### src/rtl/dmem_master.sv
`timescale 1ns/1ps
// -----------------------------------------------------------------------------
// dmem_master
//   Initiator side of the processor data-memory interface. The MEM stage hands
//   over one load/store request at a time. This block drives the data-memory
//   strobes, follows its clk_stall handshake and returns a one-cycle response
//   carrying the load data or a fault. Misaligned loads are split into two
//   aligned word reads and merged here. Misaligned stores, base-address wrap
//   and a memory that never completes its handshake are reported as faults.
//
// Ports
//   clk, rst_n            clock (posedge) / synchronous active-low reset
//   i_req_*, o_req_ready  request channel (valid/ready handshake)
//   o_resp_*              one-cycle response pulse: rdata + fault
//   o_mem_*               address, write data, strobes and sign_mask to memory
//   i_mem_clk_stall       memory busy flag (rises after a strobe, then falls)
//   i_mem_read_data       memory read data, valid once stall has fallen
// -----------------------------------------------------------------------------
module dmem_master #(
    parameter int TIMEOUT_CYCLES = 16,
    parameter int CNT_W          = 5
) (
    input  logic        clk,
    input  logic        rst_n,
    input  logic        i_req_valid,
    output logic        o_req_ready,
    input  logic        i_req_write,
    input  logic [31:0] i_req_addr,
    input  logic [31:0] i_req_wdata,
    input  logic [2:0]  i_req_sign_mask,
    output logic        o_resp_valid,
    output logic [31:0] o_resp_rdata,
    output logic        o_resp_fault,
    output logic [31:0] o_mem_addr,
    output logic [31:0] o_mem_write_data,
    output logic        o_mem_memread,
    output logic        o_mem_memwrite,
    output logic [2:0]  o_mem_sign_mask,
    input  logic        i_mem_clk_stall,
    input  logic [31:0] i_mem_read_data
);

    typedef enum logic [2:0] {
        S_IDLE,
        S_ISSUE,
        S_WAIT_HI,
        S_WAIT_LO,
        S_ISSUE2,
        S_WAIT2_HI,
        S_WAIT2_LO,
        S_RESP
    } state_t;

    state_t      r_state;
    state_t      w_next;

    logic        r_write;
    logic        r_fault;
    logic        r_split;
    logic [1:0]  r_off;
    logic [2:0]  r_mask;
    logic [31:0] r_mem_addr;
    logic [31:0] r_mem_wdata;
    logic [2:0]  r_mem_mask;
    logic [31:0] r_w0;
    logic [31:0] r_rdata;
    logic [CNT_W-1:0] r_wdog;

    logic        w_accept;
    logic        w_misaligned;
    logic        w_wrap;
    logic        w_acc_fault;
    logic        w_acc_split;
    logic        w_in_wait;
    logic        w_wdog_hit;
    logic        w_timeout;
    logic        w_lo_done;
    logic        w_lo2_done;

    // Merge two aligned words into the misaligned result. Only word and
    // halfword accesses can be split, so byte handling is not needed here.
    function automatic logic [31:0] f_merge(input logic [31:0] w0,
                                            input logic [31:0] w1,
                                            input logic [1:0]  off,
                                            input logic [2:0]  mask);
        logic [63:0] pair;
        logic [31:0] res;
        pair = {w1, w0} >> {off, 3'b000};
        if (mask[1]) begin
            res = pair[31:0];
        end else if (mask[2]) begin
            res = {{16{pair[15]}}, pair[15:0]};
        end else begin
            res = {16'h0000, pair[15:0]};
        end
        return res;
    endfunction

    // Request classification, evaluated on the accepting edge.
    always_comb begin
        w_misaligned = 1'b0;
        if (i_req_sign_mask[1]) begin
            w_misaligned = (i_req_addr[1:0] != 2'b00);
        end else if (i_req_sign_mask[0]) begin
            w_misaligned = (i_req_addr[1:0] == 2'b11);
        end
        // A split read of the last word would need base+4, which wraps to 0.
        w_wrap      = (i_req_addr[31:2] == 30'h3FFF_FFFF);
        w_acc_fault = w_misaligned & (i_req_write | w_wrap);
        w_acc_split = w_misaligned & ~i_req_write & ~w_wrap;
    end

    // Next state and strobes.
    always_comb begin
        w_next         = r_state;
        w_timeout      = 1'b0;
        o_mem_memread  = 1'b0;
        o_mem_memwrite = 1'b0;
        // Stall is checked even in IDLE: after a reset or timeout the memory
        // may still be finishing a cycle we no longer track.
        o_req_ready    = (r_state == S_IDLE) & ~i_mem_clk_stall;
        w_accept       = i_req_valid & o_req_ready;
        w_in_wait      = (r_state == S_WAIT_HI)  | (r_state == S_WAIT_LO) |
                         (r_state == S_WAIT2_HI) | (r_state == S_WAIT2_LO);
        w_wdog_hit     = (r_wdog == CNT_W'(TIMEOUT_CYCLES - 1));
        w_lo_done      = (r_state == S_WAIT_LO)  & ~i_mem_clk_stall;
        w_lo2_done     = (r_state == S_WAIT2_LO) & ~i_mem_clk_stall;

        case (r_state)
            S_IDLE: begin
                if (w_accept) w_next = S_ISSUE;
            end
            S_ISSUE: begin
                // Faulted requests pass through without touching memory.
                o_mem_memread  = ~r_fault & ~r_write;
                o_mem_memwrite = ~r_fault & r_write;
                w_next         = r_fault ? S_RESP : S_WAIT_HI;
            end
            S_WAIT_HI: begin
                if (i_mem_clk_stall) begin
                    w_next = S_WAIT_LO;
                end else if (w_wdog_hit) begin
                    w_next    = S_RESP;
                    w_timeout = 1'b1;
                end
            end
            S_WAIT_LO: begin
                if (!i_mem_clk_stall) begin
                    w_next = r_split ? S_ISSUE2 : S_RESP;
                end else if (w_wdog_hit) begin
                    w_next    = S_RESP;
                    w_timeout = 1'b1;
                end
            end
            S_ISSUE2: begin
                o_mem_memread = 1'b1;
                w_next        = S_WAIT2_HI;
            end
            S_WAIT2_HI: begin
                if (i_mem_clk_stall) begin
                    w_next = S_WAIT2_LO;
                end else if (w_wdog_hit) begin
                    w_next    = S_RESP;
                    w_timeout = 1'b1;
                end
            end
            S_WAIT2_LO: begin
                if (!i_mem_clk_stall) begin
                    w_next = S_RESP;
                end else if (w_wdog_hit) begin
                    w_next    = S_RESP;
                    w_timeout = 1'b1;
                end
            end
            S_RESP: begin
                w_next = S_IDLE;
            end
            default: begin
                w_next = S_IDLE;
            end
        endcase
    end

    always_ff @(posedge clk) begin
        if (!rst_n) begin
            r_state     <= S_IDLE;
            r_write     <= 1'b0;
            r_fault     <= 1'b0;
            r_split     <= 1'b0;
            r_off       <= 2'b00;
            r_mask      <= 3'b000;
            r_mem_addr  <= 32'h0;
            r_mem_wdata <= 32'h0;
            r_mem_mask  <= 3'b000;
            r_w0        <= 32'h0;
            r_rdata     <= 32'h0;
            r_wdog      <= '0;
        end else begin
            r_state <= w_next;

            if (w_next != r_state) begin
                r_wdog <= '0;
            end else if (w_in_wait) begin
                r_wdog <= r_wdog + CNT_W'(1);
            end

            if (w_accept) begin
                r_write     <= i_req_write;
                r_fault     <= w_acc_fault;
                r_split     <= w_acc_split;
                r_off       <= i_req_addr[1:0];
                r_mask      <= i_req_sign_mask;
                r_mem_addr  <= w_acc_split ? {i_req_addr[31:2], 2'b00} : i_req_addr;
                r_mem_mask  <= w_acc_split ? 3'b010 : i_req_sign_mask;
                r_mem_wdata <= i_req_wdata;
                r_rdata     <= 32'h0;
            end

            if (w_timeout) begin
                r_fault <= 1'b1;
                r_rdata <= 32'h0;
            end

            // First half of a split lands in r_w0; the address moves to the
            // second word only once the first read has fully completed.
            if (w_lo_done) begin
                if (r_split) begin
                    r_w0       <= i_mem_read_data;
                    r_mem_addr <= r_mem_addr + 32'd4;
                end else if (!r_write) begin
                    r_rdata <= i_mem_read_data;
                end
            end

            if (w_lo2_done) begin
                r_rdata <= f_merge(r_w0, i_mem_read_data, r_off, r_mask);
            end
        end
    end

    assign o_resp_valid     = (r_state == S_RESP);
    assign o_resp_fault     = (r_state == S_RESP) & r_fault;
    assign o_resp_rdata     = r_rdata;
    assign o_mem_addr       = r_mem_addr;
    assign o_mem_write_data = r_mem_wdata;
    assign o_mem_sign_mask  = r_mem_mask;

endmodule

### config.mk
export PLATFORM = sky130hd
export DESIGN_NAME = dmem_master
export DESIGN_NICKNAME = d
export VERILOG_FILES = /design/src/rtl/dmem_master.sv
export SDC_FILE = /design/constraint.sdc
export NUM_CORES = 1
export LEC_CHECK = 0
export CAP_MARGIN = 40
export CORE_UTILIZATION = 42
export CTS_CLUSTER_SIZE = 16
export DETAILED_ROUTE_END_ITERATION = 8
export PLACE_DENSITY = 0.79
export SYNTH_ARGS = -nofsm -noshare
export SYNTH_HDL_FRONTEND = slang
export SYNTH_SLANG_ARGS = --single-unit
### constraint.sdc
create_clock -name clk -period 2.08 [get_ports clk]
set_clock_uncertainty 0.2 [all_clocks]
set_input_delay 0.416 -clock clk [delete_from_list [all_inputs] [get_ports clk]]
set_output_delay 0.416 -clock clk [all_outputs]
set_load 0.01 [all_outputs]
Word-level counts from Yosys, hierarchy flattened
Cells that the tools add are included.

storage, ports and cells
  memories kept = 0
  memory bits (writable) = 0
  bits in read-only memories = 0
  word-level logic and storage cells = 85
  latch bits = 0
  output and inout bits = 104
  register bits after elaboration = 147

cells by class
  add/subtract/negate cells = 2
  multiply operators = 0
  div/mod/pow operators = 0
  reduce and logical (&&, ||, !) cells = 7
  muxes and demuxes = 32
  magnitude comparators = 0
  eq/ne operators = 11
  shift operators = 1
  bitwise logic cells = 20

operators by type and width
  operator                                                                number
  32-bit two-way mux                                                      11
  64-bit by 5-bit >> shifter with 32-bit output                           1
  32-bit by 3-bit adder with 32-bit output (second input constant)        1
  30-bit equality test (second input constant)                            1
  3-bit two-way mux                                                       8
  3-bit one-hot mux with 8 select lines                                   1
  3-bit equality test (second input constant)                             4
  1-bit AND                                                               10
  1-bit two-way mux                                                       8
  3-bit by 2-bit equality test with 1-bit output (second input constant)  2
  1-bit NOT                                                               6
  2-bit OR reduction                                                      3
  5-bit by 1-bit adder with 5-bit output (second input constant)          1
  5-bit by 4-bit equality test with 1-bit output (second input constant)  1
  2-bit two-way mux                                                       2
  1-bit OR                                                                4
  1-bit one-hot mux with 2 select lines                                   2
  2-bit nonzero test                                                      2
  3-bit by 1-bit equality test with 1-bit output (second input constant)  1
  3-bit zero test                                                         1
  3-bit != test                                                           1
  2-bit equality test (second input constant)                             1
  2-bit AND reduction                                                     1

Longest topological paths before layout
  depth after elaboration = 9
  mapped depth = 8
  depth with buffers taken out = 7

Least setup slack after synthesis
No wires, ideal clock.

  kind = reg2reg
  from = reg r_wdog[0]
  to = reg r_wdog[0]
  path buffers = 0
  stages on the path, launching flop included = 8
  arrival time = 1851 ps
  clock period less this slack = 2136 ps
  setup slack = -56 ps
  cell sequence = dfxtp_1 > ha_1 > and3_1 > ha_1 > or3_1 > a21boi_1 > o221ai_1 > a211oi_1

on the way
  word-level cells in the longest chain between the ends = 6

RTL lines
  what                                            line  source
  start, declared                                 67    logic [CNT_W-1:0] r_wdog;
  start signal, assigned                          204   r_wdog <= r_wdog + CNT_W'(1);
  5-bit by 4-bit equality test with 1-bit output  125   w_wdog_hit = (r_wdog == CNT_W'(TIMEOUT_CYCLES - 1));
  3-bit two-way mux                               n/a
  3-bit two-way mux, on equally long branches     n/a
  3-bit one-hot mux with 8 select lines           129   case (r_state)
  3-bit != test                                   201   if (w_next != r_state) begin
  2-bit OR reduction (no source line)             n/a

Parallel ways exist; a longest one is shown, timed or not.
A chain may end at the register's enable or synchronous reset.

Worst setup path after layout
  from = reg r_state[2]
  to = reg r_rdata[17], in the netlist o_resp_rdata[17]

on the way
  word-level cells in the longest chain between the ends = 9

RTL lines
  what                    line  source
  start, declared         54    state_t r_state;
  start signal, assigned  199   r_state <= w_next;
  3-bit zero test         121   o_req_ready = (r_state == S_IDLE) & ~i_mem_clk_stall;
  1-bit AND               121
  1-bit AND               122   w_accept = i_req_valid & o_req_ready;
  32-bit two-way mux      207   if (w_accept) begin
  32-bit two-way mux      219   if (w_timeout) begin
  32-bit two-way mux      230   end else if (!r_write) begin
  32-bit two-way mux      227   if (r_split) begin
  32-bit two-way mux      226   if (w_lo_done) begin
  32-bit two-way mux (*)  235   if (w_lo2_done) begin
  end signal, assigned    231   r_rdata <= i_mem_read_data;
  end signal, assigned    236   r_rdata <= f_merge(r_w0, i_mem_read_data, r_off, r_mask);
  end, declared           66    logic [31:0] r_rdata;

Every way passes the cells marked *; elsewhere a longest branch is shown, timed or not.

==> impl_results.md <==
- Std cell rows: 47
- Worst slack, placed: -0.543 ns
- Most used flip-flop cell after synthesis: dfxtp_1
- Status: finished with violations
- Mapped Avg Cell Area: 8.52 um2
- Root Driver: clkbuf_16
- Syn nets: 964
- Post-synth ARST share: 0%
- GPL Wtd Cong: 0.887
- Rel. slew slack: 63.8%
- P_sw: 2360 uW
- # clock sinks: 146
- Initial DRT Pass Iterations: 7
- Drt initial violations: 736
- Yosys cell types: 69
- Clk_lat worst skew: 0.43 ns
- WHS Endpoint: o_mem_write_data[24]
- Post-Syn Instances: 857
- Part of the power in registers: 38.9%
- Worst setup SP type: flop
- CORE AREA: 0.0168 mm2
- Initial antenna violation count: 0
- Count leader, synth: nand2_1
- Final Hold Vio Count: 0
- Synthesized area: 0.00730 mm2
- Count of final setup violators: 33
- Critical path class: flop to flop
- Hold depth: 2
- Worst Slack Setup Final: -0.136 ns
- ANT cells: 0
- Vias in the first global route: 7698
- Fill count: 1232
- Post-synth top area share: 40.0%
- Seq/Total Area, Yosys: 40.0%
- I/O Buffers: 207
- Synthesis-to-layout area growth: 57.9%
- Share of layout cells above drive strength 1: 25.3%
- Total grt overflow: 0
- Die Area: 0.0179 mm2
- Reg2reg path depth: 8
- DRT antenna net count: 0
- Violated checks: setup timing
- Combinational share of power: 21.6%
- Clock transition at path regs: 0.07 ns
- P_int: 5520 uW
- Critical Path RT: 2.21 ns
- H-tree levels: 4
- Ports: 208
- First-pass GRT wire length: 40100 um
- Bufs on Longest Clock Path: 2
- Post-synth EDFFs: 0
- Drt total wl: 26400 um
- Yosys Warn Count: 0
- Element type at the critical path end: flop
- Num CTS Buffers: 17
- Starting density of the core: 43.6%
- Post-synth top area cell: dfxtp_1
- Die Height: 134 um
- CP Data Arrival Time: 2.35 ns
- GRT Util Overall: 28.3%
- Crit Path Max Fanout: 16
- Largest net degree at the start of global routing: 72
- PD cells: 683 mW/mm2
- Reg-to-reg endpoint: o_resp_rdata[17]
- Vias per cell: 5.96
- Slew @ Worst Pin: 0.540 ns
- R2r setup slk: -0.14 ns
- P_leak: 0.00415 uW
- Max-cap violations: 0
- Top cells by count, synth: nand2_1 (173), dfxtp_1 (146), a21oi_1 (138)
- # DRC: 0
- Clock Power Share: 39.5%
- Reg2Reg Launch Point: r_state[2]
- Drt wl/cell: 19.2 um
- DP Wirelength: 17500 um
- Hold buffers post-CTS: 0
- Period utilization: 107%
- Seq cells post-synth: 146
- Nets: 1248
- Die X: 134 um
- Worst ir drop on vdd: 0.662 mV
- Hold WC Path Type: flop to flop
- Peak Freq: 451 MHz
- Final Max Slew Viols: 0
- Largest cells by area after synthesis: dfxtp_1 (40%), mux4_2 (9.9%), a21oi_1 (9.5%), nand2_1 (8.9%), o21ai_0 (2.3%)
- Worst Hold Launch: o_mem_write_data[24]
- Placed inst area: 0.0104 mm2
- Cell area after layout: 0.0115 mm2
- CTS tree: done
- RSZ-0062 raised after global routing: true
- Total number of vias: 8194
- Crit path time final: 2.22 ns
- Switching Share: 29.9%
power by group through the flow:
stage | clock [uW] | sequential (uW) | combinational (uW)
after floorplan | 0 | 3140 | 643
after global placement | 0 | 3100 | 1510
after detailed placement | 0 | 3100 | 1550
after CTS | 3120 | 3050 | 1570
after global routing | 3250 | 3080 | 1820
final | 3110 | 3060 | 1700
cell type report:
type	count	area [um2]	area share (%)
inverter	10	41.3	0.358
multi-input combinational	630	4370	37.9
clock buffer	17	425	3.69
sequential	146	2960	25.7
tap	220	275	2.39
timing repair buffer	336	3300	28.6
clock inverter	15	160	1.39
flip-flops by register name (all words and copies together), names as in the netlist:
| name | cells |
|---|---|
| r_write | 1 |
| r_fault | 1 |
| o_mem_addr | 32 |
| r_mask | 2 |
| o_mem_write_data | 32 |
| r_off | 2 |
| r_w0 | 32 |
| o_resp_rdata | 32 |
| r_wdog | 5 |
| r_state | 3 |
| o_mem_sign_mask | 3 |
| r_split | 1 |
routing by layer:
layer / GRT usage (%) / part of all wire, % / up-vias
met2: 44.8 / 47 / 473
met1: 36.3 / 39 / 3886
met4: 14.0 / 4.5 / 0
met5: 0 / 0 / -
met3: 6.73 / 9.0 / 103
li1: - / - / 3732
per-stage QoR:
stage               cells  hold WS [ns]  util (%)  total power, uW  setup TNS, ns
detailed placement   1333         0.246      62.1             4660         -59.14
floorplan             857         0.233         -             3780              0
global route         1374         0.276      68.8             8150          -2.70
global placement     1332         0.240      62.0             4610         -61.64
CTS                  1367         0.256      66.1             7740         -0.197
finish               1374         0.254      68.8             7870          -1.11
critical path: stages, from the launching register on:
cell	delay, ns
dfxtp_4	0.36
buf_8	0.13
buf_12	0.13
or3b_4	0.24
a21oi_4	0.06
o21ai_4	0.35
clkbuf_16	0.25
nand3_1	0.13
a211oi_2	0.26
cell families (layout without fill, tap and decap cells):
logic type	Yosys count	count (layout)	synth area share, %
and+or+nand+nor	317	317	21.0
AOI/OAI and AO/OA	266	266	21.9
DFF	146	146	40.0
buffers and inverters	81	378	5.02
muxes	40	40	11.0
adders and majority gates	4	4	0.651
xor gates and xnor gates	3	3	0.360
placed cells by master (no fill, tap or decap), types with 6 or more instances in the layout:
cell	synthesis	routed
clkdlybuf4s50_1	0	190
nand2_1	173	170
a21oi_1	138	134
dfxtp_1	146	125
buf_4	7	106
mux4_2	32	32
o21ai_0	34	32
nand3_1	29	27
nor2_1	28	26
clkbuf_16	0	21
a211oi_2	0	19
nand4_1	18	18
dfxtp_2	0	18
a31oi_1	15	14
buf_12	0	13
a32oi_1	19	12
and3_1	12	11
dlygate4sd2_1	0	11
inv_1	9	8
a32oi_2	0	7
a22oi_1	6	6
o211ai_1	6	6
what timing repair did:
action                     4_1_cts  5_1_grt
hold endpoints to repair         0        0
setup endpoints to repair       94       56
pin swaps                       10       25
resized for setup               53       77
gates cloned                     0        4
setup buffers                    2        3
worst max-delay path by stage:
stage | from | endpoint | slack [ns] | depth (start not counted)
5_1_grt | r_state[2] | o_resp_rdata[17] | -0.15 | 8
6_report | r_state[2] | o_resp_rdata[17] | -0.14 | 8
2_1_floorplan | r_wdog[0] | r_wdog[0] | 0.008 | 7
3_5_place_dp | i_mem_clk_stall | o_mem_addr[3] | -0.54 | 6
4_1_cts | r_state[2] | o_mem_memwrite | -0.09 | 5
3_3_place_gp | i_mem_clk_stall | o_resp_rdata[19] | -0.77 | 7
Power figures use the tool's default switching activity.
